**src/rtl/gol_seed_loader.sv**
```systemverilog
// gol_seed_loader: row-serial seed deserializer for the Game of Life core.
// Collects ROWS rows of COLS cells (row r lands at seed[r*COLS +: COLS]),
// checks the framing against row_last, and holds the finished board behind
// a seed_valid/seed_ack handshake. abort drops a partial frame or held seed.
// Optional build macro: SEED_NONZERO_CHECK_EN -- when defined, a correctly
// framed board that completes as all zeros is rejected with frame_err
// instead of being presented.
module gol_seed_loader #(
    parameter int ROWS  = 8,
    parameter int COLS  = 8,
    parameter int CNT_W = 16
) (
    input  logic                   clk,
    input  logic                   reset,
    input  logic [COLS-1:0]        row_data,
    input  logic                   row_valid,
    input  logic                   row_last,
    output logic                   row_ready,
    input  logic                   abort,
    output logic [ROWS*COLS-1:0]   seed,
    output logic                   seed_valid,
    input  logic                   seed_ack,
    output logic                   frame_err,
    output logic [CNT_W-1:0]       frames_loaded
);

    localparam int IDX_W = (ROWS > 1) ? $clog2(ROWS) : 1;
    localparam logic [IDX_W-1:0] LAST_IDX = IDX_W'(ROWS - 1);

    localparam logic [0:0] ST_COLLECT = 1'b0;
    localparam logic [0:0] ST_HOLD    = 1'b1;

    logic [0:0]           state_q, state_d;
    logic [IDX_W-1:0]     row_idx_q, row_idx_d;
    logic                 frame_err_q, frame_err_d;
    logic [CNT_W-1:0]     cnt_q, cnt_d;
    logic [ROWS*COLS-1:0] seed_q, seed_d;
    logic [ROWS-1:0]      row_we;

    logic accept;
    logic is_last_idx;
    logic frame_bad;
    logic row_ok;
    logic zero_reject;

    // abort wins over any beat, so a beat is only taken when abort is low
    assign accept      = row_valid && (state_q == ST_COLLECT) && !abort;
    assign is_last_idx = (row_idx_q == LAST_IDX);
    // row_last must be set exactly on the final row index
    assign frame_bad   = accept && (row_last != is_last_idx);
    assign row_ok      = accept && !frame_bad;

    // Per-row write enable and next-seed mux; untouched rows keep stale bits
    generate
        for (genvar gi = 0; gi < ROWS; gi++) begin : g_row
            assign row_we[gi] = row_ok && (row_idx_q == IDX_W'(gi));
            assign seed_d[gi*COLS +: COLS] = row_we[gi] ? row_data
                                                        : seed_q[gi*COLS +: COLS];
        end
    endgenerate

`ifdef SEED_NONZERO_CHECK_EN
    // The completed board includes the final row being written this cycle
    assign zero_reject = row_ok && is_last_idx && (seed_d == '0);
`else
    assign zero_reject = 1'b0;
`endif

    // Next-state logic: abort first, then row collection or handoff
    always_comb begin
        state_d     = state_q;
        row_idx_d   = row_idx_q;
        frame_err_d = 1'b0;
        cnt_d       = cnt_q;
        if (abort) begin
            state_d   = ST_COLLECT;
            row_idx_d = '0;
        end else if (state_q == ST_COLLECT) begin
            if (frame_bad || zero_reject) begin
                row_idx_d   = '0;
                frame_err_d = 1'b1;
            end else if (row_ok) begin
                if (is_last_idx) begin
                    state_d   = ST_HOLD;
                    row_idx_d = '0;
                end else begin
                    row_idx_d = row_idx_q + IDX_W'(1);
                end
            end
        end else if (seed_ack) begin
            state_d = ST_COLLECT;
            cnt_d   = cnt_q + CNT_W'(1);
        end
    end

    // Control and counter registers
    always_ff @(posedge clk or posedge reset) begin
        if (reset) begin
            state_q     <= ST_COLLECT;
            row_idx_q   <= '0;
            frame_err_q <= 1'b0;
            cnt_q       <= '0;
        end else begin
            state_q     <= state_d;
            row_idx_q   <= row_idx_d;
            frame_err_q <= frame_err_d;
            cnt_q       <= cnt_d;
        end
    end

    // Seed storage; rows are only written while collecting
    always_ff @(posedge clk or posedge reset) begin
        if (reset) begin
            seed_q <= '0;
        end else begin
            seed_q <= seed_d;
        end
    end

    assign row_ready     = (state_q == ST_COLLECT);
    assign seed_valid    = (state_q == ST_HOLD);
    assign seed          = seed_q;
    assign frame_err     = frame_err_q;
    assign frames_loaded = cnt_q;

endmodule

```
**config.mk**
```make
export PLATFORM = sky130hd
export DESIGN_NAME = gol_seed_loader
export DESIGN_NICKNAME = d
export VERILOG_FILES = /design/src/rtl/gol_seed_loader.sv
export SDC_FILE = /design/constraint.sdc
export NUM_CORES = 1
export LEC_CHECK = 0
export ABC_AREA = 1
export ABC_CLOCK_PERIOD_IN_PS = 3900
export BUFFER_PORTS_ARGS = -buffer_cell sky130_fd_sc_hd__buf_2
export CORE_ASPECT_RATIO = 1.2
export CORE_MARGIN = 2
export CORE_UTILIZATION = 30
export CTS_CLUSTER_DIAMETER = 50
export CTS_CLUSTER_SIZE = 10
export DETAILED_ROUTE_END_ITERATION = 8
export GPL_TIMING_DRIVEN = 0
export HOLD_SLACK_MARGIN = 0.1
export PLACE_DENSITY = 0.54
export SLEW_MARGIN = 25
export SYNTH_ARGS = -nofsm -noshare
export SYNTH_HDL_FRONTEND = slang
export SYNTH_SLANG_ARGS = --single-unit
```
**constraint.sdc**
```tcl
create_clock -name clk -period 3.9 [get_ports clk]
set_clock_uncertainty 0.1 [all_clocks]
set_input_delay 0.195 -clock clk [delete_from_list [all_inputs] [get_ports clk]]
set_output_delay 0.195 -clock clk [all_outputs]
set_load 0.02 [all_outputs]
```
Word-level counts from Yosys, hierarchy flattened
Index checks and enable logic that the tools add are counted.
{"block": "op_classes", "addsub": 2, "multipliers": 0, "n_div": 0, "magnitude_cmp": 0, "n_eq_ne": 9, "shifts": 0, "n_mux": 14, "n_bitwise": 2, "reduce_logical": 18}
{"operator": "$add 16x1->16 const B", "n": 1}
{"operator": "$mux 3", "n": 5}
{"operator": "$eq 3x3->1 const B", "n": 4}
{"operator": "$logic_and 1x1->1", "n": 12}
{"operator": "$mux 1", "n": 9}
{"operator": "$eq 3x2->1 const B", "n": 2}
{"operator": "$add 3x1->3 const B", "n": 1}
{"operator": "$eq 3x1->1 const B", "n": 1}
{"operator": "$logic_not 3->1", "n": 1}
{"operator": "$reduce_and 3->1", "n": 1}
{"operator": "$reduce_bool 3->1", "n": 1}
{"operator": "$logic_not 1->1", "n": 2}
{"operator": "$ne 2x2->1 const B", "n": 1}
{"operator": "$not 1->1", "n": 2}
{"operator": "$reduce_and 2->1", "n": 1}
{"operator": "$ne 1x1->1", "n": 1}
{"block": "totals", "ff_bits": 85, "latchBits": 0, "ram_bits": 0, "rom_bits": 0, "input_bits": 14, "out_inout_bits": 83, "word_cells": 57, "mem_count": 0}

Depth between registers and ports, before layout
{"block": "depth", "ltp_word": 10, "depth_mapped": 10, "ltp_nobuf": 9}

Least setup slack after synthesis
No wires, ideal clock.
{"block": "synth_path", "path_type": "register -> register", "from": "reg row_idx_q[0]", "to": "reg seed_q[34], in the netlist seed[34]", "setup_time_ps": 119, "arrival_time_ps": 1581, "t_required_ps": 3681, "path_slack_ps": 2100, "stages_incl_launch_ff": 11, "n_path_buf": 1, "synth_period_minus_slack_ps": 1800, "path_cell_list": "dfrtp_1 -> ha_1 -> ha_1 -> inv_1 -> nand2_1 -> nand2_2 -> nand2_8 -> nor2_8 -> buf_6 -> nand2_1 -> o21a_1"}
{"block": "synth_between", "elab_chain_cells": 6, "elab_cells_between_ends": 7, "cone_classes": "eq/ne: 3; reduce/logical: 4"}
{"element": "from (decl)", "line": "34", "source": "logic [IDX_W-1:0] row_idx_q, row_idx_d;"}
{"element": "from (signal assigned)", "line": "105", "source": "row_idx_q <= row_idx_d;"}
{"element": "$eq 3x3->1", "line": "48", "source": "assign is_last_idx = (row_idx_q == LAST_IDX);"}
{"element": "$ne 1x1->1", "line": "50", "source": "assign frame_bad = accept && (row_last != is_last_idx);"}
{"element": "$logic_and 1x1->1", "line": "50"}
{"element": "$logic_not 1->1", "line": "51", "source": "assign row_ok = accept && !frame_bad;"}
{"element": "$logic_and 1x1->1", "line": "51"}
{"element": "$logic_and 1x1->1 (*)", "line": "56", "source": "assign row_we[gi] = row_ok && (row_idx_q == IDX_W'(gi));"}
{"element": "to (signal assigned)", "line": "114", "source": "seed_q <= '0;"}
{"element": "to (signal assigned)", "line": "116", "source": "seed_q <= seed_d;"}
{"element": "to (decl)", "line": "37", "source": "logic [ROWS*COLS-1:0] seed_q, seed_d;"}
Every way passes the cells marked *; elsewhere a longest branch is shown, timed or not.
A chain may end at the register's enable or synchronous reset.

Worst setup path after layout
{"block": "layout_path", "from": "reg row_idx_q[0]", "to": "reg seed_q[24], in the netlist seed[24]"}
The elaborated chain is that of the path after synthesis.

==> metrics.txt <==
# TYPE chip_impl_metric gauge
chip_impl_metric{name="final_nets",unit=""} 521
chip_impl_metric{name="p_sw",unit="mW"} 0.5412
chip_impl_metric{name="clock_power_share",unit="%"} 41.4
chip_impl_metric{name="p_sw_share",unit="%"} 26.20
chip_impl_metric{name="synth.cell_area",unit="um2"} 3729
chip_impl_info{name="critical_path.slowest_cell",value="dfrtp_1"} 1
chip_impl_metric{name="initialDrtViolationCount",unit=""} 101
chip_impl_metric{name="vdd_drop_max",unit="uV"} 160.7
chip_impl_metric{name="final-hold-violation-count",unit=""} 0
chip_impl_metric{name="grt_pass1_vias",unit=""} 2939
chip_impl_metric{name="post-place-ws",unit="ns"} 1.880
chip_impl_metric{name="finalPower",unit="mW"} 2.066
chip_impl_metric{name="max_slew.worst_pin.slew",unit="ns"} 0.5141
chip_impl_metric{name="number_of_buffers_added_by_the_clock_tree_synthesis_step",unit=""} 9
chip_impl_metric{name="crit_buf_inv",unit=""} 2
chip_impl_metric{name="area_delta_synth_final",unit="%"} 28.15
chip_impl_metric{name="num_vias",unit=""} 2948
chip_impl_metric{name="report.final.slew_viol_count",unit=""} 0
chip_impl_metric{name="period_minus_slack",unit="ns"} 2.006
chip_impl_metric{name="post-synth-top-area-fraction",unit="%"} 57.05
chip_impl_metric{name="power.leakage",unit="nW"} 2.648
chip_impl_info{name="worstSetupStartpointType",value="flip-flop"} 1
chip_impl_metric{name="yosys_warnings",unit=""} 0
chip_impl_metric{name="grt_antenna_before_repair",unit=""} 0
chip_impl_metric{name="floorplan.die_area",unit="um2"} 13340
chip_impl_metric{name="global_route.overflow_total",unit=""} 0
chip_impl_info{name="post_synth_main_area_contributors",value="dfrtp_1 (57%), nand2_1 (14%), o21a_1 (4.0%)"} 1
chip_impl_metric{name="number_of_inserted_filler_cells_in_the_final_layout",unit=""} 1250
chip_impl_metric{name="slew-limit-headroom",unit="%"} 65.73
chip_impl_metric{name="share_seq_of_total_power",unit="%"} 46.8
chip_impl_info{name="synth_top_cell_by_area",value="dfrtp_1"} 1
chip_impl_metric{name="route.detailed.vias_per_inst",unit=""} 4.433
chip_impl_metric{name="wl_per_cell",unit="um"} 13.42
chip_impl_metric{name="die_width",unit="um"} 105.8
chip_impl_metric{name="floorplan.core_area",unit="um2"} 12110
chip_impl_metric{name="worstPathMaxFanout",unit=""} 10
chip_impl_info{name="most_frequently_used_cell_type_in_the_post_synthesis_netlist",value="nand2_1"} 1
chip_impl_info{name="setup.worst_path.start",value="row_idx_q[0]"} 1
chip_impl_info{name="critPathCaptureType",value="flip-flop"} 1
chip_impl_info{name="min-delay-path-class",value="in -> reg"} 1
chip_impl_metric{name="worst-path-stages",unit=""} 9
chip_impl_metric{name="yosys.cell_types.count",unit=""} 28
chip_impl_metric{name="place_hpwl",unit="um"} 6589
chip_impl_metric{name="antenna-diode-count",unit=""} 0
chip_impl_metric{name="setup-violations-final",unit=""} 0
chip_impl_info{name="min-delay-start",value="row_data[7]"} 1
chip_impl_metric{name="num_rows",unit=""} 44
chip_impl_metric{name="gp_routability_congestion",unit=""} 0.7960
chip_impl_info{name="postSynth.topFlopCell",value="dfrtp_1"} 1
chip_impl_info{name="cts_root_buf",value="clkbuf_16"} 1
chip_impl_info{name="critPathTopFamily",value="simple AND/OR/NAND/NOR gates"} 1
chip_impl_info{name="status",value="finished, final reports clean"} 1
chip_impl_metric{name="die_h",unit="um"} 126.1
chip_impl_info{name="reg2reg_to",value="seed[24]"} 1
chip_impl_metric{name="postSynthAreaPerCell",unit="um2"} 9.560
chip_impl_metric{name="drtAntennaViolNets",unit=""} 0
chip_impl_metric{name="setup_ws",unit="ns"} 1.894
chip_impl_info{name="worstPathCellList",value="ha_1, ha_1, inv_1, nand2_1, nand2_2, nand2_8, clkbuf_2, o21ai_0, nand2_1"} 1
chip_impl_metric{name="clk_latency",unit="ns"} 0.33
chip_impl_metric{name="power_density_of_the_placed_cells",unit="nW/um2"} 432.4
chip_impl_info{name="timing.rr.start",value="row_idx_q[0]"} 1
chip_impl_info{name="cts_tree",value="done"} 1
chip_impl_info{name="endpoint",value="seed[24]"} 1
chip_impl_metric{name="setup.reg_to_reg.worst_slack",unit="ns"} 1.89
chip_impl_metric{name="clkSinkCount",unit=""} 85
chip_impl_metric{name="htree_num_levels",unit=""} 3
chip_impl_metric{name="achievable-frequency",unit="MHz"} 498.4
chip_impl_metric{name="async_sr_flop_fraction",unit="%"} 100.0
chip_impl_info{name="grt_setup_unrepaired",value="no"} 1
chip_impl_metric{name="gr-usage-all-layers",unit="%"} 14.29
chip_impl_metric{name="floorplan.io_pins",unit=""} 97
chip_impl_metric{name="final.setup.tns",unit="ns"} 0
chip_impl_metric{name="final.hold.worst_slack",unit="ns"} 0.1209
chip_impl_info{name="netlist_top_cells_count",value="nand2_1 (143), dfrtp_1 (85), inv_1 (32)"} 1
chip_impl_metric{name="clk_path_buf_depth",unit=""} 2
chip_impl_metric{name="grt_first_pass_wirelength",unit="um"} 14970
chip_impl_metric{name="seq_cells_post_synth",unit=""} 85
chip_impl_metric{name="detail_route.wirelength",unit="um"} 8924
chip_impl_metric{name="internal_power",unit="mW"} 1.525
chip_impl_metric{name="worstPathRequired",unit="ns"} 4.02
chip_impl_metric{name="final_layout_size_suffix_gt1_share",unit="%"} 27.18
chip_impl_metric{name="clock_edge_transition_at_the_registers_on_the_reported_setup_and_hold_paths",unit="ns"} 0.06
chip_impl_metric{name="drt_first_pass_iters",unit=""} 4
chip_impl_metric{name="synth-seq-area-share",unit="%"} 57.05
chip_impl_metric{name="synthesis.instances",unit=""} 390
chip_impl_metric{name="buffer_ports.inserted",unit=""} 93
chip_impl_metric{name="timing.reg2reg.worst_path_depth",unit=""} 9
chip_impl_metric{name="synth.net_count",unit=""} 411
chip_impl_metric{name="initial_core_utilization",unit="%"} 30.79
chip_impl_metric{name="synth-edff-count",unit=""} 0
chip_impl_metric{name="max_stage_delay",unit="ns"} 0.40
chip_impl_metric{name="power.share.combinational",unit="%"} 11.8
chip_impl_metric{name="max_cap_violations",unit=""} 0
chip_impl_metric{name="min_period_over_period",unit="%"} 51.45
chip_impl_metric{name="cp.arrival",unit="ns"} 2.13
chip_impl_metric{name="grt_max_degree",unit=""} 75
chip_impl_info{name="timing.setup.critical_path_class",value="reg -> reg"} 1
chip_impl_metric{name="drc",unit=""} 0
## logic make-up (layout without fill, tap and decap cells)
logic type	after synthesis	in the layout	synth area share (%)
flops	85	85	57.05
xor+xnor	11	11	2.584
fa+ha+maj	7	7	2.349
compound gates	56	56	8.893
simple gates	184	184	23.25
buf+inv	47	161	5.872
## per-stage QoR
stage / area (um2) / std cells / utilization, %
global placement: 4395 / 644 / 36.29
floorplan: 3729 / 390 / -
detailed placement: 4428 / 645 / 36.56
finish: 4778 / 665 / 39.45
global route: 4778 / 665 / 39.45
CTS: 4778 / 665 / 39.45
## cells in the final DEF, fill, tap and decap left out, types with 2 or more instances in the layout
cell           count
buf_2             98
xor2_1             4
o21a_1            20
xnor2_1            7
buf_6              4
dfrtp_1           85
nor2_2             2
nand4_2            2
ha_1               7
o21ai_0           24
nor2_1            14
o21ai_1           10
nor2_8             4
nand2_1          143
nand4_1            6
clkbuf_16          9
inv_1             31
inv_6              2
inv_2              2
dlygate4sd3_1      5
nor2_4             2
nand3_1            7
clkinvlp_4         3
buf_1              2
## power groups by stage
stage | clock network [mW] | logic (mW) | registers, mW
finish | 0.855 | 0.244 | 0.967
global route | 0.921 | 0.268 | 0.974
CTS | 0.882 | 0.249 | 0.968
detailed placement | 0 | 0.245 | 0.984
global placement | 0 | 0.238 | 0.982
floorplan | 0 | 0.0816 | 1.05
## what timing repair did
action,CTS,global route
setup buffers,0,0
hold buffers,5,0
gates resized for setup,0,0
endpoints found under the hold margin,90,0
## area by class of cell
cell class | count | area [um2] | share of cell area [%]
inverters | 35 | 141.4 | 2.959
repair buffers | 99 | 543.0 | 11.36
clock inverters | 5 | 61.31 | 1.283
multi-input cells | 258 | 1383 | 28.93
well taps | 161 | 201.4 | 4.216
clock buffers | 10 | 239.0 | 5.001
flip-flops and latches | 85 | 2127 | 44.51
plain buffers | 12 | 82.58 | 1.728
## routing by layer
metal  share of wire, %  GRT usage (%)  up-vias
met5                  0              0        -
met4                1.3          4.334        0
met3                6.6          5.280       10
met2                 49          23.61       74
met1                 43          17.42     1415
li1                   -              -     1449
## worst min-delay path by stage
stage	end	slack [ns]	cells after the start
global route	seed[55]	0.12	3
floorplan	frames_loaded[1]	0.25	3
detailed placement	frames_loaded[2]	0.02	2
finish	seed[55]	0.12	3
CTS	seed[55]	0.11	3
global placement	frames_loaded[15]	0.35	1
## tightest hold or removal path, cell delays in order
cell and delay, ns:
buf_2 0.19, nand2_1 0.09, nand2_1 0.04
## flip-flops by register name (all words and copies together), names as in the netlist
register       count
frame_err          1
seed_valid         1
row_idx_q          3
seed              64
frames_loaded     16
(Power assumes the default switching activity.)
